**src/rtl/if_prefetch_queue.sv**
```systemverilog
// ----------------------------------------------------------------------------
// if_prefetch_queue
//   Instruction-fetch front end. Issues in-order word fetches to a
//   variable-latency instruction memory, buffers the returned words together
//   with their PC in a DEPTH-entry FIFO and presents the head entry to the
//   IF/ID register. Handles IF stall and branch redirect; responses that were
//   already in flight when a redirect happens are counted and thrown away.
//
// Ports
//   clk_i            clock, rising edge
//   clr_n_i          asynchronous active-low reset
//   en_i             global enable (0 freezes issue/pop/redirect/FSM; responses still land)
//   stall_i          IF/ID hold, head is not consumed
//   redirect_i       branch/jump taken: flush and refetch from redirect_addr_i
//   redirect_addr_i  new fetch PC (word aligned)
//   mem_req_valid_o  request valid          mem_req_addr_o   request word address
//   mem_req_ready_i  memory accepts request
//   mem_rsp_valid_i  response valid (in order, one per accepted request)
//   mem_rsp_data_i   response instruction word
//   inst_valid_o     head entry valid       inst_o           head instruction
//   inst_pc_o        PC of head             inst_pc_add4_o   inst_pc_o + 4
//   count_o          FIFO occupancy         proto_err_o      sticky: response with nothing outstanding
// ----------------------------------------------------------------------------
module if_prefetch_queue #(
    parameter int unsigned DEPTH      = 4,
    parameter int unsigned MAX_OUT    = 2,
    parameter logic [31:0] RESET_ADDR = 32'h0
) (
    input  logic                     clk_i,
    input  logic                     clr_n_i,
    input  logic                     en_i,
    input  logic                     stall_i,
    input  logic                     redirect_i,
    input  logic [31:0]              redirect_addr_i,
    output logic                     mem_req_valid_o,
    output logic [31:0]              mem_req_addr_o,
    input  logic                     mem_req_ready_i,
    input  logic                     mem_rsp_valid_i,
    input  logic [31:0]              mem_rsp_data_i,
    output logic                     inst_valid_o,
    output logic [31:0]              inst_o,
    output logic [31:0]              inst_pc_o,
    output logic [31:0]              inst_pc_add4_o,
    output logic [$clog2(DEPTH):0]   count_o,
    output logic                     proto_err_o
);

    localparam int unsigned AW = $clog2(DEPTH);
    localparam int unsigned CW = AW + 1;

    typedef enum logic [1:0] {ST_IDLE, ST_RUN, ST_DRAIN} state_e;

    state_e          state_q, state_d;
    logic [31:0]     fetch_pc_q, fetch_pc_d;
    // PC belonging to the next response that will actually be kept
    logic [31:0]     rsp_pc_q, rsp_pc_d;
    logic [AW-1:0]   wr_ptr_q, wr_ptr_d;
    logic [AW-1:0]   rd_ptr_q, rd_ptr_d;
    logic [CW-1:0]   count_q, count_d;
    logic [CW-1:0]   outst_q, outst_d;
    logic [CW-1:0]   drop_q, drop_d;
    logic            proto_err_q, proto_err_d;

    logic [31:0]     data_mem [DEPTH];
    logic [31:0]     pc_mem   [DEPTH];

    logic            run;
    logic            redir;
    logic            rsp_ok;
    logic            issue;
    logic            push;
    logic            pop;
    logic            drop_hit;
    logic [CW:0]     reserved;

    always_comb begin
        run      = (state_q == ST_RUN);
        // Redirect is only meaningful once fetching has started and EN is high
        redir    = en_i & redirect_i & (state_q != ST_IDLE);
        rsp_ok   = mem_rsp_valid_i & (outst_q != '0);
        // Words already buffered plus words still coming must fit the FIFO,
        // which is what makes an overflow on push impossible.
        reserved = {1'b0, count_q} + {1'b0, outst_q};

        mem_req_valid_o = run & en_i & ~redirect_i
                        & (outst_q < CW'(MAX_OUT))
                        & (reserved < (CW+1)'(DEPTH));
        issue    = mem_req_valid_o & mem_req_ready_i;
        drop_hit = rsp_ok & (drop_q != '0);
        push     = rsp_ok & (drop_q == '0) & ~redir;
        inst_valid_o = (count_q != '0) & run;
        pop      = inst_valid_o & en_i & ~stall_i & ~redir;

        outst_d     = outst_q + CW'(issue) - CW'(rsp_ok);
        proto_err_d = proto_err_q | (mem_rsp_valid_i & (outst_q == '0));

        if (redir) begin
            // Everything still outstanding (minus a response landing now) is stale
            drop_d     = outst_q - CW'(rsp_ok);
            count_d    = '0;
            wr_ptr_d   = '0;
            rd_ptr_d   = '0;
            fetch_pc_d = redirect_addr_i;
            rsp_pc_d   = redirect_addr_i;
        end else begin
            drop_d     = drop_q - CW'(drop_hit);
            count_d    = count_q + CW'(push) - CW'(pop);
            wr_ptr_d   = wr_ptr_q + AW'(push);
            rd_ptr_d   = rd_ptr_q + AW'(pop);
            fetch_pc_d = issue ? fetch_pc_q + 32'd4 : fetch_pc_q;
            rsp_pc_d   = push  ? rsp_pc_q + 32'd4   : rsp_pc_q;
        end

        state_d = state_q;
        case (state_q)
            ST_IDLE:  if (en_i) state_d = ST_RUN;
            ST_RUN:   if (redir && drop_d != '0) state_d = ST_DRAIN;
            ST_DRAIN: if (!redir && en_i && drop_d == '0) state_d = ST_RUN;
            default:  state_d = ST_IDLE;
        endcase
    end

    always_ff @(posedge clk_i or negedge clr_n_i) begin
        if (!clr_n_i) begin
            state_q     <= ST_IDLE;
            fetch_pc_q  <= RESET_ADDR;
            rsp_pc_q    <= RESET_ADDR;
            wr_ptr_q    <= '0;
            rd_ptr_q    <= '0;
            count_q     <= '0;
            outst_q     <= '0;
            drop_q      <= '0;
            proto_err_q <= 1'b0;
        end else begin
            state_q     <= state_d;
            fetch_pc_q  <= fetch_pc_d;
            rsp_pc_q    <= rsp_pc_d;
            wr_ptr_q    <= wr_ptr_d;
            rd_ptr_q    <= rd_ptr_d;
            count_q     <= count_d;
            outst_q     <= outst_d;
            drop_q      <= drop_d;
            proto_err_q <= proto_err_d;
        end
    end

    // Storage needs no reset: entries are only visible while counted valid
    always_ff @(posedge clk_i) begin
        if (push) begin
            data_mem[wr_ptr_q] <= mem_rsp_data_i;
            pc_mem[wr_ptr_q]   <= rsp_pc_q;
        end
    end

    assign mem_req_addr_o = fetch_pc_q;
    assign inst_o         = inst_valid_o ? data_mem[rd_ptr_q] : 32'h0;
    assign inst_pc_o      = inst_valid_o ? pc_mem[rd_ptr_q]   : 32'h0;
    assign inst_pc_add4_o = inst_pc_o + 32'd4;
    assign count_o        = count_q;
    assign proto_err_o    = proto_err_q;

endmodule

```
**config.mk**
```make
export PLATFORM = sky130hd
export DESIGN_NAME = if_prefetch_queue
export DESIGN_NICKNAME = d
export VERILOG_FILES = /design/src/rtl/if_prefetch_queue.sv
export SDC_FILE = /design/constraint.sdc
export NUM_CORES = 1
export LEC_CHECK = 0
export ABC_AREA = 1
export BUFFER_PORTS_ARGS = -buffer_cell sky130_fd_sc_hd__buf_2
export CORE_UTILIZATION = 59
export DETAILED_ROUTE_END_ITERATION = 16
export HOLD_SLACK_MARGIN = 0.02
export PLACE_DENSITY = 0.91
export SLEW_MARGIN = 5
export SYNTH_ARGS = -nofsm -noshare
export SYNTH_HDL_FRONTEND = slang
export SYNTH_SLANG_ARGS = --single-unit
```
**constraint.sdc**
```tcl
create_clock -name clk_i -period 7.4 [get_ports clk_i]
set_input_delay 0.74 -clock clk_i [delete_from_list [all_inputs] [get_ports clk_i]]
set_output_delay 0.74 -clock clk_i [all_outputs]
set_load 0.05 [all_outputs]
```
==> flow_metrics.env <==
export IMPL_outcome="completed"
export IMPL_finalHoldViolations=0
export IMPL_dp_cells=2466
export IMPL_grt_pass1_wl_mm=70.3
export IMPL_seq_area_mm2=0.00969
export IMPL_io_pins=205
export IMPL_rr_worst_depth=9
export IMPL_routabilityCongestion=0.942
export IMPL_layout_common_cells="533 x nand2_1, 321 x nor2_1, 256 x edfxtp_1"
export IMPL_h_tree_depth=2
export IMPL_grt_pass1_vias=13825
export IMPL_cellLeakagePower_nw=8.36
export IMPL_placed_cell_area_mm2=0.0182
export IMPL_vias=14498
export IMPL_die_x_um=172
export IMPL_rsz0062_at_grt="no"
export IMPL_cts_max_path_buffers=3
export IMPL_syn_nets=2038
export IMPL_antenna_found_initial=1
export IMPL_timing_rr_start="state_q[1]"
export IMPL_p_seq_frac=0.310
export IMPL_endpoint_kind="primary output"
export IMPL_detail_route_antenna_nets=0
export IMPL_fmaxAchievable_mhz=213
export IMPL_syn_inst=1952
export IMPL_power_density_mw_per_mm2=471
export IMPL_grt_total_usage=0.308
export IMPL_cp_data_arrival_time_ns=3.97
export IMPL_area_delta_synth_final_pct=13.3
export IMPL_drv_slew=0
export IMPL_path_class="reg2out"
export IMPL_timing_rr_end="mem_req_addr_o[27]"
export IMPL_rows=61
export IMPL_dr_pass1_iters=6
export IMPL_crit_path_max_fanout=75
export IMPL_wl_mm=44.7
export IMPL_cts_sinks=336
export IMPL_coreArea_mm2=0.0281
export IMPL_clk_latency_ns=0.53
export IMPL_fillers=2073
export IMPL_cts_clk_slew_worst_paths_ns=0.06
export IMPL_cts_tree="built"
export IMPL_p_sw_w=0.00468
export IMPL_setup_viol=0
export IMPL_worst_hold_path_type="in2async"
export IMPL_die_area_mm2=0.0296
export IMPL_drive_gt1_frac=0.147
export IMPL_max_slew_margin_rel=0.157
export IMPL_multi_input_area_mm2=0.00625
export IMPL_fin_area_mm2=0.0193
export IMPL_setup_tns_ns=0
export IMPL_synthesis_area_mm2=0.0171
export IMPL_hold_slack_ns=0.116
export IMPL_ir_worst_vdd_uv=374
export IMPL_start_kind="flop"
export IMPL_synth_edf_count=256
export IMPL_finalClockSkew_ns=0.0221
export IMPL_synth_seq_area_share=0.568
export IMPL_r2r_setup_slack_ns=3.69
export IMPL_io_buffers=204
export IMPL_grt_overflow=0
export IMPL_cts_hold_buffers_added=0
export IMPL_fin_cells=2529
export IMPL_dp_hpwl_mm=29.0
export IMPL_post_cts_setup_buffers=0
export IMPL_synth_flop_cell="edfxtp_1"
export IMPL_start_util=0.607
export IMPL_avgSynthCellArea_um2=8.74
export IMPL_cts_resized=0
export IMPL_cts_buffers=36
export IMPL_worst_slew_pin_slew_ns=1.26
export IMPL_finalNetCount=2212
export IMPL_final_common_cell="nand2_1"
export IMPL_cap_violations=0
export IMPL_viasPerCell=5.73
export IMPL_cts_root_buffer="clkbuf_16"
export IMPL_p_int_w=0.00442
export IMPL_p_sw_frac=0.514
export IMPL_combPwrFrac=0.502
export IMPL_die_h_um=172
export IMPL_drc_errors=0
export IMPL_worstPathRequired_ns=6.66
export IMPL_wl_per_cell_um=17.7
export IMPL_synth_cell_types=43
export IMPL_finalCritPeriodShare=0.636
export IMPL_drt_iter0_drc=1536
export IMPL_ys_warnings_count=0
export IMPL_clkPwrFrac=0.188
export IMPL_postSynth_asyncResetShare=0.238
export IMPL_synth_seq_cells=336
export IMPL_min_period_ns=4.71
export IMPL_grt_max_degree=143
-- area by class of cell --
cell class                 instances  area share
antenna                            2    0.000259
inverter                         181      0.0354
tap                              378      0.0245
clock buffer                      43      0.0490
timing repair buffer             216      0.0576
clock inverter                    18     0.00874
sequential                       336       0.501
multi-input combinational       1355       0.323
-- Yosys cell counts, types with 2 or more instances --
cell type	count	area, µm²
buf_1	16	60.1
nand4_1	26	163
dfrtp_1	80	2000
nor2_2	20	125
inv_1	174	653
edfxtp_1	256	7690
or2_2	2	12.5
inv_2	5	18.8
o21bai_1	2	15.0
a31oi_1	12	75.1
nand3b_1	10	75.1
fa_1	2	40.0
nor2_4	10	113
nand3_1	139	696
o211ai_1	9	67.6
a22oi_1	8	60.1
nor2_1	322	1210
o21ai_1	2	10.0
ha_1	13	163
nor3_1	28	140
xnor2_1	5	43.8
buf_4	10	75.1
a21oi_1	71	355
o21ai_0	98	490
clkbuf_1	11	41.3
buf_6	11	124
o31ai_1	3	22.5
buf_2	31	155
nand2_1	533	2000
xor2_1	28	245
nand3_2	2	20.0
nand2_2	2	12.5
-- stage by stage --
| step | worst slack (ns) | utilization | total power [W] |
|---|---|---|---|
| floorplan | 1.01 | - | 0.00630 |
| global placement | 3.44 | 0.648 | 0.00722 |
| detailed placement | 3.31 | 0.648 | 0.00733 |
| CTS | 2.75 | 0.688 | 0.00907 |
| global route | 2.41 | 0.688 | 0.00959 |
| finish | 2.69 | 0.688 | 0.00911 |
-- metal layers --
layer | vias to the layer above | wire (µm) | track usage
met5 | - | 0 | 0
li1 | 6764 | - | -
met1 | 6714 | 17500 | 0.406
met4 | 0 | 1350 | 0.111
met3 | 104 | 4390 | 0.0403
met2 | 916 | 21500 | 0.525
-- how the worst max path moves through the flow --
stage                          from                 end  slack [ns]
global route            rd_ptr_q[0]  inst_pc_add4_o[14]        2.41
CTS                     rd_ptr_q[0]  inst_pc_add4_o[14]        2.75
global placement        rd_ptr_q[0]  inst_pc_add4_o[10]        3.44
finish                  rd_ptr_q[0]  inst_pc_add4_o[14]        2.69
detailed placement      rd_ptr_q[0]  inst_pc_add4_o[14]        3.31
floorplan           mem_rsp_valid_i      data_mem[0][0]        1.01
-- registers in the layout, summed over array words and instances, names as in the netlist --
| name | count |
|---|---|
| count_o | 3 |
| data_mem | 128 |
| drop_q | 3 |
| mem_req_addr_o | 32 |
| outst_q | 3 |
| pc_mem | 128 |
| proto_err_o | 1 |
| rd_ptr_q | 2 |
| rsp_pc_q | 32 |
| state_q | 2 |
| wr_ptr_q | 2 |
-- logic make-up after synthesis --
group / synth area share
compound gates: 0.0661
simple gates: 0.269
fa+ha+maj: 0.0119
flops: 0.568
buf+inv: 0.0677
xor+xnor: 0.0169
-- power by group through the flow --
| stage | combinational [W] | sequential, W | clock [W] |
|---|---|---|---|
| 3_3_place_gp | 0.00441 | 0.00281 | 0 |
| 5_1_grt | 0.00493 | 0.00285 | 0.00180 |
| 4_1_cts | 0.00454 | 0.00280 | 0.00173 |
| 6_report | 0.00457 | 0.00282 | 0.00172 |
| 3_5_place_dp | 0.00450 | 0.00283 | 0 |
| 2_1_floorplan | 0.00335 | 0.00295 | 0 |
-- worst max-delay path: stages (launching register included) --
cell     delay (ns)
dfrtp_4        0.91
buf_4          0.75
nand2_1        0.14
nand3_1        0.13
nand2_1        0.08
nor2_2         0.26
ha_1           0.28
nand2_1        0.20
nor2_2         0.24
xor2_1         0.15
buf_2          0.27
Power figures use the tool's default switching activity.
